===== config.mk =====
export PLATFORM = sky130hd
export DESIGN_NAME = dmem_arbiter
export DESIGN_NICKNAME = d
export VERILOG_FILES = /design/src/rtl/dmem_arbiter.sv
export SDC_FILE = /design/constraint.sdc
export NUM_CORES = 1
export LEC_CHECK = 0
export ABC_AREA = 1
export CAP_MARGIN = 10
export CORE_MARGIN = 1.5
export CORE_UTILIZATION = 35
export DETAILED_ROUTE_END_ITERATION = 10
export GPL_TIMING_DRIVEN = 0
export MAX_ROUTING_LAYER = met4
export PLACE_DENSITY = 0.75
export SLEW_MARGIN = 10
export SYNTH_ARGS = -nofsm -noshare
export SYNTH_HDL_FRONTEND = slang
export SYNTH_SLANG_ARGS = --single-unit

===== constraint.sdc =====
create_clock -name clk -period 1.74 [get_ports clk]
set_input_delay 0.174 -clock clk [delete_from_list [all_inputs] [get_ports clk]]
set_output_delay 0.174 -clock clk [all_outputs]
set_load 0.01 [all_outputs]

===== src/rtl/dmem_arbiter.sv =====
`default_nettype none
// ============================================================================
// dmem_arbiter: word-RAM sequencer for sub-word pipeline access + debug port
// Rev 1.0
// ============================================================================
module dmem_arbiter #(
  parameter int ADDR_WIDTH = 32,
  parameter int DATA_WIDTH = 32,
  parameter int NUM_LOCS   = 64,
  localparam int IDX       = $clog2(NUM_LOCS)
) (
  input  logic                  clk,
  input  logic                  rstn,
  input  logic                  mem_read,
  input  logic                  mem_write,
  input  logic [1:0]            load_store_type,
  input  logic                  load_unsigned,
  input  logic [ADDR_WIDTH-1:0] mem_addr,
  input  logic [DATA_WIDTH-1:0] mem_write_data,
  output logic [DATA_WIDTH-1:0] mem_read_data,
  output logic                  mem_stall,
  input  logic                  dbg_req,
  input  logic                  dbg_we,
  input  logic [ADDR_WIDTH-1:0] dbg_addr,
  input  logic [DATA_WIDTH-1:0] dbg_wdata,
  output logic                  dbg_gnt,
  output logic                  dbg_rvalid,
  output logic [DATA_WIDTH-1:0] dbg_rdata,
  output logic                  ram_en,
  output logic                  ram_we,
  output logic [IDX-1:0]        ram_addr,
  output logic [DATA_WIDTH-1:0] ram_wdata,
  input  logic [DATA_WIDTH-1:0] ram_rdata
);

  typedef enum logic [1:0] {
    S_IDLE  = 2'd0,
    S_P_LD  = 2'd1,
    S_P_RMW = 2'd2,
    S_D_LD  = 2'd3
  } state_t;

  state_t                r_state;
  state_t                w_state_next;
  logic [DATA_WIDTH-1:0] r_hold;
  logic [DATA_WIDTH-1:0] r_dbg_rdata;
  logic                  r_dbg_rvalid;

  logic                  w_pipe_req;
  logic                  w_word_op;
  logic [IDX-1:0]        w_mem_idx;
  logic [IDX-1:0]        w_dbg_idx;
  logic [7:0]            w_byte;
  logic [15:0]           w_half;
  logic [DATA_WIDTH-1:0] w_load_val;
  logic [DATA_WIDTH-1:0] w_merge;
  logic                  w_unused_addr_bits;

  assign w_pipe_req = mem_read | mem_write;
  assign w_word_op  = load_store_type[1];
  assign w_mem_idx  = mem_addr[IDX+1:2];
  assign w_dbg_idx  = dbg_addr[IDX+1:2];

  // Upper address bits alias onto the RAM depth; debug is word-only.
  assign w_unused_addr_bits = ^{mem_addr[ADDR_WIDTH-1:IDX+2],
                                dbg_addr[ADDR_WIDTH-1:IDX+2], dbg_addr[1:0]};

  always_comb begin
    case (mem_addr[1:0])
      2'd0:    w_byte = ram_rdata[7:0];
      2'd1:    w_byte = ram_rdata[15:8];
      2'd2:    w_byte = ram_rdata[23:16];
      default: w_byte = ram_rdata[31:24];
    endcase
    w_half = mem_addr[1] ? ram_rdata[31:16] : ram_rdata[15:0];
    case (load_store_type)
      2'b00:   w_load_val = {{(DATA_WIDTH-8){w_byte[7] & ~load_unsigned}}, w_byte};
      2'b01:   w_load_val = {{(DATA_WIDTH-16){w_half[15] & ~load_unsigned}}, w_half};
      default: w_load_val = ram_rdata;
    endcase
  end

  always_comb begin
    w_merge = ram_rdata;
    if (load_store_type == 2'b00) begin
      case (mem_addr[1:0])
        2'd0:    w_merge[7:0]   = mem_write_data[7:0];
        2'd1:    w_merge[15:8]  = mem_write_data[7:0];
        2'd2:    w_merge[23:16] = mem_write_data[7:0];
        default: w_merge[31:24] = mem_write_data[7:0];
      endcase
    end else if (load_store_type == 2'b01) begin
      if (mem_addr[1]) w_merge[31:16] = mem_write_data[15:0];
      else             w_merge[15:0]  = mem_write_data[15:0];
    end
  end

  always_comb begin
    mem_stall     = 1'b0;
    dbg_gnt       = 1'b0;
    ram_en        = 1'b0;
    ram_we        = 1'b0;
    ram_addr      = w_mem_idx;
    ram_wdata     = mem_write_data;
    mem_read_data = r_hold;
    w_state_next  = r_state;
    case (r_state)
      S_IDLE: begin
        if (w_pipe_req) begin
          ram_en = 1'b1;
          if (mem_write && w_word_op) begin
            ram_we = 1'b1;
          end else begin
            mem_stall    = 1'b1;
            w_state_next = mem_write ? S_P_RMW : S_P_LD;
          end
        end else if (dbg_req) begin
          dbg_gnt   = 1'b1;
          ram_en    = 1'b1;
          ram_we    = dbg_we;
          ram_addr  = w_dbg_idx;
          ram_wdata = dbg_wdata;
          if (!dbg_we) w_state_next = S_D_LD;
        end
      end
      S_P_LD: begin
        mem_read_data = w_load_val;
        w_state_next  = S_IDLE;
      end
      S_P_RMW: begin
        ram_en       = 1'b1;
        ram_we       = 1'b1;
        ram_wdata    = w_merge;
        w_state_next = S_IDLE;
      end
      S_D_LD: begin
        // RAM is busy returning debug data; a new pipeline request waits one cycle.
        mem_stall    = w_pipe_req;
        w_state_next = S_IDLE;
      end
      default: w_state_next = S_IDLE;
    endcase
    if (!rstn) begin
      mem_stall = 1'b0;
      dbg_gnt   = 1'b0;
      ram_en    = 1'b0;
      ram_we    = 1'b0;
    end
  end

  always_ff @(posedge clk) begin
    if (!rstn) begin
      r_state      <= S_IDLE;
      r_hold       <= '0;
      r_dbg_rdata  <= '0;
      r_dbg_rvalid <= 1'b0;
    end else begin
      r_state      <= w_state_next;
      // Pulse and data are registered together so they always line up.
      r_dbg_rvalid <= (r_state == S_D_LD);
      if (r_state == S_D_LD) r_dbg_rdata <= ram_rdata;
      if (r_state == S_P_LD) r_hold <= w_load_val;
    end
  end

  assign dbg_rvalid = r_dbg_rvalid;
  assign dbg_rdata  = r_dbg_rdata;

endmodule
`default_nettype wire


Yosys cells after proc, flatten, opt, wreduce, memory -nomap -nowiden. Index checks and enable logic that the tools add are counted.

Output and inout bits: 107. RAM bits: 0. Bits of input ports: 169. Register bits: 67. Bits in read-only memories: 0. Logic and storage cells: 64. Latch bits: 0. Memories kept: 0.

$lt $le $gt $ge: 0. Equal/unequal tests: 9. Multiply operators: 0. Reduce and logical (&&, ||, !) cells: 7. Bitwise operators: 4. Mux-type cells: 40. Shift-type cells: 0. $add $sub $neg: 0. Div/mod/pow operators: 0.

Operators by type and width (number): 32-bit 2-to-1 mux (5); 32-bit one-hot mux with 2 select lines (2); 16-bit 2-to-1 mux (3); 8-bit 2-to-1 mux (4); 8-bit one-hot mux with 3 select lines (1); 6-bit 2-to-1 mux (3); 1-bit 2-to-1 mux (13); 2-bit 2-to-1 mux (5); 3-bit != test (second input constant) (3); 2-bit by 1-bit equality test with 1-bit output (second input constant) (3); 2-bit equality test (second input constant) (3); 2-bit logical NOT (3); 1-bit one-hot mux with 2 select lines (3); 3-bit OR reduction (2); 2-bit one-hot mux with 2 select lines (1); 3-bit AND reduction (1); 1-bit bitwise AND (2); 1-bit logical AND (1); 1-bit NOT (1); 1-bit bitwise OR (1).

Depth between registers and ports, before layout.
Word-level depth: 5. Depth in mapped cells: 9. Depth with buffers taken out: 9.

Worst setup path before layout. No wires, ideal clock.

Path kind: reg2out. Start point: reg r_state[0]. End point: out ram_addr[0]. Buffers on the path: 1. Stages on the path, launching flop included: 6. Setup slack: 140 ps. Arrival: 1426 ps. Data required time: 1566 ps. Cell sequence: dfxtp_1 > inv_1 > ha_1 > nand3_1 > buf_2 > mux2_2.

Cells in the longest elaborated chain, start to end: 2.

Ends and longest elaborated chain: start, declared (RTL line 43) `state_t r_state;`; start signal, assigned (RTL line 158) `r_state <= w_state_next;`; 2-bit logical NOT (RTL line 107) `case (r_state)`; 6-bit 2-to-1 mux (RTL line 107); end, declared (RTL line 31) `output logic [IDX-1:0] ram_addr,`.

No other way between the ends.

Worst setup path after layout.
Start point: in ram_rdata[15]. End point: reg r_hold[26].

Cells in the longest elaborated chain, start to end: 4. Elaborated cells between the ends (all ways): 6. Those cells by class: mux (4); bitwise (2).

Ends and longest elaborated chain: start, declared (RTL line 33) `input logic [DATA_WIDTH-1:0] ram_rdata`; 8-bit one-hot mux with 3 select lines or 16-bit 2-to-1 mux (tied branches) (RTL line 69, 75); 1-bit bitwise AND (on tied branches) (RTL line 77, 78); 32-bit one-hot mux with 2 select lines (*) (RTL line 76) `case (load_store_type)`; 32-bit 2-to-1 mux (*); end signal, assigned (RTL line 162) `if (r_state == S_P_LD) r_hold <= w_load_val;`; end, declared (RTL line 45) `logic [DATA_WIDTH-1:0] r_hold;`.

Mark *: on every way between the ends. The rest lies on a longest branch, timed or not. A chain may end at the register's enable or synchronous reset.

==> results.json <==
{
  "cts_buffer_depth": 2,
  "routed_wl_um": 25640,
  "coreArea_sq_um": 13400,
  "row_count": 42,
  "grt_pass1_wl_um": 35380,
  "rsz0062_at_grt": "true",
  "r2r_slack_ns": -0.37,
  "clock-sinks": 67,
  "min_path_cells": 3,
  "ir_worst_vdd_mv": 0.6213,
  "clk_latency_ns": 0.34,
  "synth_xor_area_share_pct": 0,
  "grt_pass1_vias": 6896,
  "drc_errors": 0,
  "routed-wl-met2_um": 11350,
  "cp_slowest_stage_delay_ns": 0.51,
  "synthDistinctLibCells": 31,
  "muxShareOfSynthArea_pct": 1.393,
  "violations": "setup timing",
  "share_comb_of_total_power_pct": 42.8,
  "total_power_mw": 5.981,
  "maxCapViolations": 0,
  "power_frac_seq_pct": 27.6,
  "io_buffers": 222,
  "grt_overflow": 0,
  "yosysSeqAreaShare_pct": 27.65,
  "nets": 1319,
  "synth_area_per_cell_sq_um": 5.761,
  "clk_pin_slew_ns": 0.06,
  "grt_max_degree": 14,
  "r2r_start": "r_state[1]$_SDFFE_PN0P_",
  "fmax_mhz": 472.2,
  "drt-vias-per-instance": 5.507,
  "die_area_sq_um": 14570,
  "yosysTopAreaCell": "dfxtp_1",
  "worst_pin_slew_ns": 0.8295,
  "drtIter0Drc": 1003,
  "cts_made_buffers": 9,
  "boundaryPins": 276,
  "cts.hold.buffers_added": 0,
  "fin_ws_ns": -0.3778,
  "drive_above_1_share_pct": 37.01,
  "wire_per_inst_um": 19.29,
  "drt-met1-wl_um": 9776,
  "ant_nets": 0,
  "power.internal_mw": 3.895,
  "vias": 7319,
  "status": "finished with violations",
  "power_frac_clock_pct": 29.6,
  "netlist_area_sq_um": 4851,
  "cts.htree.levels": 3,
  "cp_max_fo": 10,
  "cp.arrival_ns": 2.39,
  "crit_top_cell": "buf_4",
  "crit_chain": "clkdlybuf4s50_1 -> inv_1 -> o21ai_1 -> nand3_2 -> buf_4 -> nand3_2 -> nand2_2 -> buf_4 -> buf_4 -> buf_4 -> buf_4 -> buf_4 -> nor2_2",
  "gp_congestion": 0.9647,
  "syn-num-nets": 1015,
  "cp-end-kind": "register",
  "first_pass_iters": 6,
  "worstSetupPathType": "in -> reg",
  "initial_utilization_pct": 36.20,
  "power.switching_mw": 2.086,
  "die_h_um": 120.7,
  "min-delay-start": "rstn",
  "p_per_area_nw_per_um2": 639.1,
  "r2r_cells": 15,
  "stdcell_count": 1329,
  "slew_violations": 0,
  "synth_fa_ha_area_share_pct": 1.032,
  "area.growth.synth_to_final_pct": 92.91,
  "synth_cells": 842,
  "routed.top_layer": "met4",
  "cts_root_buf": "clkbuf_16",
  "synth-compound-area-share_pct": 21.80,
  "hp-class": "in -> reg",
  "fp.dieW_um": 120.7,
  "post-route-period-util_pct": 121.7,
  "netSwitchingFraction_pct": 34.88,
  "relSlewSlack_pct": 44.70,
  "synth.ff_latch_count": 67,
  "synth_top_area_share_pct": 27.65,
  "r2r_end": "r_hold[26]$_SDFF_PN0_",
  "clock_skew_ns": 0.01190,
  "wl_met3_um": 3091,
  "dpl.hpwl_um": 15820,
  "synth.area.top_cells": "dfxtp_1, nand2_1, o21ai_0",
  "ys_warn_count": 0,
  "p_leak_nw": 4.491,
  "cp.required_ns": 2.01,
  "place_inst": 1240,
  "yosys.area_share.simple_pct": 34.67,
  "worstSetupStartpointType": "input port",
  "cts_tree": "done",
  "setup_viol": 72,
  "grt_util_all_layers_pct": 32.34,
  "synth_top_family_by_area": "simple AND/OR/NAND/NOR gates",
  "min_to": "dbg_rdata[10]$_SDFFE_PN0P_",
  "post-route-min-period_ns": 2.118,
  "finalHoldViolations": 0,
  "critPathSlowestCell": "clkdlybuf4s50_1",
  "antenna_found_initial": 2
}
## how the worst max path moves through the flow
| stage | start | cells past startpoint | to |
|---|---|---|---|
| after floorplan | r_state[0]$_SDFFE_PN0P_ | 5 | ram_addr[0] |
| after global placement | mem_write | 8 | ram_wdata[5] |
| after detailed placement | mem_write | 8 | ram_wdata[5] |
| after CTS | r_state[1]$_SDFFE_PN0P_ | 9 | ram_wdata[5] |
| after global routing | r_state[0]$_SDFFE_PN0P_ | 11 | ram_wdata[17] |
| final | ram_rdata[15] | 13 | r_hold[26]$_SDFF_PN0_ |
## area by class of cell
class	count	area, sq um
Timing Repair Buffer	295	2913
Buffer	50	442.9
Sequential cell	67	1349
Tap cell	176	220.2
Multi-Input combinational cell	609	3677
Clock buffer	10	239.0
Inverter	114	462.9
Fill cell	1041	4043
Antenna cell	2	5.005
Clock inverter	6	48.80
## power by group through the flow
stage	combinational [mW]	clock (mW)	sequential, mW
finish	2.56	1.77	1.65
global route	2.70	1.83	1.65
CTS	2.13	1.76	1.64
detailed placement	1.80	0	1.67
global placement	1.79	0	1.66
floorplan	0.820	0	1.67
## stage by stage
stage	TNS, ns	instance area, sq um	util [%]	hold WS [ns]	worst slack (ns)
finish	-19.00	9358	69.83	0.2776	-0.3778
global route	-22.23	9358	69.83	0.2911	-0.4186
CTS	-15.91	8618	64.31	0.3307	-0.3649
detailed placement	-55.25	7293	54.43	0.4640	-0.8729
global placement	-54.92	7293	54.43	0.4606	-0.8958
floorplan	0	4851	-	0.3089	0.1399
## layout by cell type, fill, tap and decap left out, drive strengths merged, types with 2 or more instances in the layout
cell type      instances
buf                  163
nand3                 56
nor2                  78
inv                  111
clkdlybuf4s50        143
o211ai                24
ha                     4
a21oi                 64
or2                   24
clkbuf                44
dfxtp                 67
clkinv                 5
dlygate4sd2            4
o21ai                101
nand2                245
diode                  2
clkinvlp               4
mux2                   6
## worst max-delay path: cells and delay by family
family                 cells  cell delay, ns
and+or+nand+nor            4            0.40
buffers and inverters      8            1.53
AOI/OAI and AO/OA          1            0.30
## state kept, by name (all words and copies together), names as in the netlist
name and count:
dbg_rdata 32, dbg_rvalid 1, r_hold 32, r_state 2
## synthesized netlist by cell type
library cell	instances
a21oi_1	64
a22oi_1	1
a31oi_1	1
buf_1	6
buf_2	12
buf_4	2
buf_6	1
clkbuf_1	31
clkinv_1	2
dfxtp_1	67
ha_1	4
inv_1	110
inv_2	2
mux2_2	6
nand2_1	244
nand2_2	1
nand3_1	53
nand3_2	3
nand4_1	1
nor2_1	76
nor2_2	1
nor2_4	1
nor3_1	1
o211ai_1	24
o21a_1	1
o21ai_0	99
o21ai_2	1
o21ai_4	1
o221ai_1	1
o22ai_1	1
or2_2	24
## timing repair
| item | CTS | global route |
|---|---|---|
| buffers inserted | 51 | 18 |
| gates cloned | 9 | 1 |
| endpoints found under the setup margin | 82 | 96 |
| pin swaps | 60 | 66 |
| resized for setup | 580 | 182 |
## cell families after synthesis
| group | Yosys count |
|---|---|
| AOI/OAI and AO/OA | 194 |
| adders and majority gates | 4 |
| muxes | 6 |
| buffers and inverters | 166 |
| and+or+nand+nor | 405 |
| DFF | 67 |
## routing by layer
metal | global-route usage (%) | up-vias
met4 | 15.22 | 0
met1 | 40.10 | 3313
li1 | - | 3288
met5 | - | -
met2 | 48.79 | 589
met3 | 8.821 | 129
Note: power is estimated with default switching activity, not from simulation.
